## config.mk

```make
export PLATFORM = sky130hd
export DESIGN_NAME = clock_phase_gen
export DESIGN_NICKNAME = d
export VERILOG_FILES = /design/src/rtl/clock_phase_gen.sv
export SDC_FILE = /design/constraint.sdc
export NUM_CORES = 1
export LEC_CHECK = 0
export ABC_AREA = 1
export BUFFER_PORTS_ARGS = -buffer_cell sky130_fd_sc_hd__buf_4
export CAP_MARGIN = 10
export CORE_MARGIN = 10
export CORE_UTILIZATION = 25
export DETAILED_ROUTE_END_ITERATION = 6
export PLACE_DENSITY = 0.52
export SLEW_MARGIN = 20
export SYNTH_ARGS = -nofsm -noshare
export SYNTH_HDL_FRONTEND = slang
export SYNTH_SLANG_ARGS = --single-unit
```

## constraint.sdc

```tcl
create_clock -name clk -period 2.4 [get_ports clk]
set_input_delay 0 -clock clk [delete_from_list [all_inputs] [get_ports clk]]
set_output_delay 0 -clock clk [all_outputs]
set_load 0.01 [all_outputs]
```

## src/rtl/clock_phase_gen.sv

```systemverilog
// clock_phase_gen: divides clk into 4-quarter instruction cycles with clk_e/clk_s strobes, step_tick and run/halt/single-step control.
// Optional cycle counter enabled by defining CYCLE_COUNTER_EN.
module clock_phase_gen #(
  parameter int QDIV  = 4,
  parameter int CNT_W = 32
) (
  input  logic             clk,
  input  logic             reset,
  input  logic             run,
  input  logic             step_req,
  output logic             clk_e,
  output logic             clk_s,
  output logic             step_tick,
  output logic [1:0]       phase,
  output logic             busy
`ifdef CYCLE_COUNTER_EN
  ,
  output logic [CNT_W-1:0] cycle_count
`endif
);
  localparam int SW = QDIV > 1 ? $clog2(QDIV) : 1;
  localparam logic [SW-1:0] SUB_MAX = SW'(QDIV - 1);

  typedef enum logic [1:0] {IDLE, RUN, SINGLE} state_t;

  if (QDIV < 1 || CNT_W < 1) begin : g_bad_param
    $error("clock_phase_gen: QDIV and CNT_W must be >= 1");
  end

  state_t        state_q, state_d;
  logic [SW-1:0] sub_q, sub_d;
  logic [1:0]    phase_q, phase_d;
  logic          clk_e_q, clk_e_d;
  logic          clk_s_q, clk_s_d;
  logic          step_tick_q, step_tick_d;
  logic          busy_q, busy_d;
  logic          last;

  assign last = state_q != IDLE && sub_q == SUB_MAX && phase_q == 2'd3;

  always_ff @(posedge clk) begin
    if (!reset) state_q <= IDLE;
    else        state_q <= state_d;
  end

  // RUN chains cycles back-to-back; SINGLE always falls back to IDLE
  always_comb begin
    state_d = state_q == IDLE ? (run ? RUN : step_req ? SINGLE : IDLE)
            : last ? ((state_q == RUN && run) ? RUN : IDLE)
            : state_q;
  end

  always_comb begin
    sub_d       = (state_q == IDLE || last || sub_q == SUB_MAX) ? '0 : sub_q + 1'b1;
    phase_d     = (state_q == IDLE || last) ? 2'd0 : (sub_q == SUB_MAX ? phase_q + 2'd1 : phase_q);
    busy_d      = state_d != IDLE;
    clk_e_d     = busy_d && phase_d != 2'd3;
    clk_s_d     = busy_d && phase_d == 2'd1;
    step_tick_d = busy_d && phase_d == 2'd3 && sub_d == SUB_MAX;
  end

  always_ff @(posedge clk) begin
    if (!reset) begin
      sub_q       <= '0;
      phase_q     <= 2'd0;
      busy_q      <= 1'b0;
      clk_e_q     <= 1'b0;
      clk_s_q     <= 1'b0;
      step_tick_q <= 1'b0;
    end else begin
      sub_q       <= sub_d;
      phase_q     <= phase_d;
      busy_q      <= busy_d;
      clk_e_q     <= clk_e_d;
      clk_s_q     <= clk_s_d;
      step_tick_q <= step_tick_d;
    end
  end

  assign clk_e     = clk_e_q;
  assign clk_s     = clk_s_q;
  assign step_tick = step_tick_q;
  assign phase     = phase_q;
  assign busy      = busy_q;

`ifdef CYCLE_COUNTER_EN
  logic [CNT_W-1:0] count_q, count_d;

  always_comb begin
    count_d = count_q + CNT_W'(step_tick_q);
  end

  always_ff @(posedge clk) begin
    if (!reset) count_q <= '0;
    else        count_q <= count_d;
  end

  assign cycle_count = count_q;
`endif
endmodule

```

======== Word level (Yosys, flattened, before mapping) ========
Index checks and enable logic that the tools add are counted.
storage, ports and cells
  input port bits ......................... 4
  output and inout bits ................... 6
  logic and storage cells ................. 36
  memories kept ........................... 0
  RAM bits ................................ 0
  latch bits .............................. 0
  bits in read-only memories .............. 0
  flip-flop bits (word level) ............. 10
cells by class
  shifts and indexed selects .............. 0
  add/sub/neg operators ................... 2
  multiply operators ...................... 0
  bitwise operators ....................... 0
  div/mod/pow operators ................... 0
  order comparisons ....................... 0
  reductions and logical operators ........ 12
  eq/ne operators ......................... 7
  mux-type cells .......................... 8
operators with widths
  operator             number
  $mux 2               7
  $eq 2x2->1 const B   4
  $logic_and 1x1->1    7
  $add 2x1->2 const B  2
  $eq 2x1->1 const B   2
  $reduce_bool 2->1    2
  $logic_not 2->1      1
  $logic_or 1x1->1     2
  $ne 2x2->1 const B   1
  $mux 1               1

======== Depth between registers and ports, before layout ========
  word-level depth ........................ 8
  depth in mapped cells ................... 7
  mapped depth without buffers ............ 7

======== Worst setup path before layout ========
OpenSTA, ideal clock, no wires.
  path type ............................... register to register
  start ................................... reg sub_q[0]
  end ..................................... reg clk_e_q (netlist: clk_e)
  clock period less this slack ............ 1.150 ns
  data required time ...................... 2.282 ns
  setup time .............................. 0.118 ns
  data arrival time ....................... 1.032 ns
  path slack .............................. 1.250 ns
  cell stages (with the launch flop) ...... 6
  path buffers ............................ 0
  cell sequence ........................... dfxtp_1 > ha_1 > o21ai_0 > inv_1 > nor2_1 > a21oi_1
between the ends
  longest elaborated chain between the ends .. 7
  elaborated cells between the ends (all ways) .. 11
  those cells by class .................... eq/ne (2); mux (4); reduce/logical (5)
ends and longest elaborated chain
  element                                                 RTL line  text
  start, declared                                         31        logic [SW-1:0] sub_q, sub_d;
  start signal, assigned                                  71        sub_q <= sub_d;
  $eq 2x2->1 (*)                                          39, 55
  $logic_and 1x1->1 (2 in a row)                          39        assign last = state_q != IDLE && sub_q == SUB_MAX && phase_q == 2'd3;
  $mux 2 / $logic_or 1x1->1 (equally long branches)       49, 55
  $mux 2 (on tied branches)                               48, 55
  $reduce_bool 2->1 / $ne 2x2->1 (equally long branches)  56, 57
  $logic_and 1x1->1 (*)                                   57        clk_e_d = busy_d && phase_d != 2'd3;
  end signal, assigned                                    74        clk_e_q <= clk_e_d;
  end, declared                                           33        logic clk_e_q, clk_e_d;
Every way passes the cells marked *; elsewhere a longest branch is shown, timed or not.
A chain may end at the register's enable or synchronous reset.

======== Worst setup path after layout ========
Same ends and word-level chain as after synthesis.

==> results.py <==
metrics = {
    "synth": {
        "syn_inst": 55,
        "synth.top_cell.area_share": 0.4969,
        "synth-simple-area-share": 0.3137,
        "synth_warnings": 0,
        "synth_xor_area_frac": 0,
        "synth-edff-count": 0,
        "synth_top_area_cell": "dfxtp_1",
        "synth_seq_area_share": 0.4969,
        "synth.area.top_cells": "dfxtp_1, nand2_1, inv_1, nor2_1, ha_1",
        "synthTopCellsByCount": "nand2_1, inv_1, dfxtp_1",
        "syn_avg_cell_area_um2": 7.325,
        "syn_nets": 61,
        "synthArstFlopShare": 0,
        "yosysUniqueCellTypes": 11,
        "synth-compound-area-share": 0.02484,
        "synth_top_family_by_area": "simple AND/OR/NAND/NOR gates",
        "yosysMostFrequentCell": "nand2_1",
        "synth_flop_cell": "dfxtp_1",
        "synth_area_um2": 402.9,
        "synth-adder-area-share": 0.06211,
        "synth_mux_area_frac": 0,
        "ys_ff_latch": 10,
    },
    "clock_tree": {
        "htree_levels": 1,
        "clk_latency_ns": 0.27,
        "holdBufCountCts": 0,
        "cts_tree": "built",
        "cts_resized": 0,
        "clk_pin_slew_worst_paths_ns": 0.07,
        "cts-root-buf": "clkbuf_4",
        "clk_path_buf_depth": 2,
        "numCtsBuffers": 3,
        "post_cts_buffers": 0,
        "clkSinkCount": 10,
    },
    "sta": {
        "slew_viol_final": 0,
        "fmax_mhz": 777.8,
        "hold_viol": 0,
        "rsz0062_at_grt": "false",
        "tightest_slew_ns": 0.3475,
        "skew_ns": 0.002276,
        "finalSetupViolations": 0,
        "tns_ns": 0,
        "max_slew_margin": 0.7659,
        "min_period_over_period": 0.5357,
        "period_needed_ns": 1.286,
    },
    "grt": {
        "grt.total_usage": 0.05190,
        "grt_pass1_vias": 323,
        "gr-total-overflow": 0,
        "antenna_found_initial": 0,
        "grt_max_degree": 7,
        "grt_pass1_wl_um": 1352,
    },
    "floorplan": {
        "pin_count": 10,
        "core_area_mm2": 0.001524,
        "die_y_um": 60.15,
        "dieArea_mm2": 0.003617,
        "start_util": 0.2644,
        "rows": 14,
        "die_x_um": 60.15,
    },
    "finish": {
        "antenna_cells": 0,
        "areaGrowthSynthToFinish_pct": 30.75,
        "drive_gt1_frac": 0.2353,
        "final_cells": 84,
        "layout.nets": 75,
        "fillCellCount": 159,
    },
    "min_path": {
        "min_to": "phase[1]",
        "hold_path_class": "input pin to register",
        "whs_path_depth": 3,
        "hp-start": "reset",
    },
    "worst_setup_path": {
        "critPathTopFamily": "compound AO/OA/AOI/OAI gates",
        "cp-end-kind": "register",
        "worst_setup_path_start_kind": "register",
        "path_buf_inv": 1,
        "critPathMaxFanout": 6,
        "slowest_stage": "o21ai_0",
        "r2r_cells": 5,
        "worstSetupPathType": "register to register",
        "cp.arrival_ns": 1.45,
        "crit_required_ns": 2.56,
        "rr_endpoint": "clk_e",
        "path_cells": "ha_1 > o21ai_0 > inv_1 > nor2_1 > a21oi_1",
        "cp_slowest_stage_delay_ns": 0.34,
        "rr_startpoint": "sub_q[0]",
        "reg2reg_slack_ns": 1.11,
    },
    "route": {
        "wl_per_cell_um": 9.536,
        "avgViaCountPerCell": 4.298,
        "ant_nets": 0,
        "drt-pass1-iter-count": 4,
        "drt_iter0_markers": 10,
        "vias": 361,
        "route.detailed.drc": 0,
        "finalWirelength_um": 801,
    },
    "run": {
        "maxCapViolCount": 0,
    },
    "placed_design": {
        "gp_congestion": 0.8093,
        "io_buffer_count": 9,
        "dpl.hpwl_um": 645.3,
        "dp_cells": 80,
    },
    "run_status": {
        "status": "complete, no violations",
    },
    "power": {
        "power_leakage_nw": 0.2752,
        "peakVddDrop_mv": 0.2910,
        "powerDensity_mw_per_mm2": 696.6,
    },
}
## cell usage in the layout, fill, tap and decap left out, drive strengths merged
cell    count
inv        11
clkbuf      4
a21oi       1
nand2      16
ha          2
nor2        9
o21ai       1
dfxtp      10
nor3        2
nand3       3
buf         9
## registers in the layout, summed over array words and instances, names as in the netlist
name       count
busy           1
clk_e          1
clk_s          1
phase          2
state_q        2
step_tick      1
sub_q          2
## through the flow
step | power, mW | hold slack [ns] | setup WS [ns] | cell area, um^2 | utilization
final | 0.3669 | 0.01382 | 1.114 | 526.8 | 0.3456
after global routing | 0.3867 | 0.02240 | 0.9674 | 526.8 | 0.3456
after CTS | 0.3708 | 0.01047 | 1.135 | 526.8 | 0.3456
after detailed placement | 0.2205 | 0.2897 | 1.148 | 490.5 | 0.3218
after global placement | 0.2208 | 0.2936 | 1.177 | 490.5 | 0.3218
after floorplan | 0.2044 | 0.1205 | 1.250 | 402.9 | -
## how the worst max path moves through the flow
| stage | startpoint | end | slack [ns] | cells past startpoint |
|---|---|---|---|---|
| floorplan | sub_q[0] | clk_e | 1.25 | 5 |
| global placement | sub_q[0] | clk_e | 1.18 | 5 |
| detailed placement | sub_q[0] | clk_e | 1.15 | 5 |
| CTS | sub_q[0] | clk_e | 1.14 | 5 |
| global route | sub_q[0] | clk_e | 0.97 | 5 |
| finish | sub_q[0] | clk_e | 1.11 | 5 |
## power breakdown
part	switching (mW)	leakage [nW]	internal (mW)
sequential	0.00395	0.0820	0.175
combinational	0.0205	0.172	0.0169
clock	0.0585	0.0210	0.0922
total	0.0829	0.275	0.284
## routing by layer
metal / GRT usage / wire (um) / up-vias
li1: - / - / 193
met1: 0.05338 / 302 / 155
met2: 0.07353 / 412 / 9
met3: 0.008475 / 50 / 4
met4: 0.07692 / 36 / 0
met5: 0 / 0 / -
## logic make-up after synthesis
logic type,after synthesis
adders and majority gates,2
DFF,10
buffers and inverters,11
and+or+nand+nor,30
AOI/OAI and AO/OA,2
## layout make-up
cell class	count	area (um^2)	share of cell area
Multi-Input combinational cell	34	161.4	0.3064
Sequential cell	10	200.2	0.3800
Timing Repair Buffer	9	67.56	0.1283
Inverter	11	41.29	0.07838
Tap cell	16	20.02	0.03800
Clock buffer	4	36.28	0.06888
## worst register-to-register path: stages (launching register included)
cell	delay (ns)
dfxtp_1	0.33
ha_1	0.27
o21ai_0	0.34
inv_1	0.10
nor2_1	0.11
a21oi_1	0.04
Power figures use the tool's default switching activity.
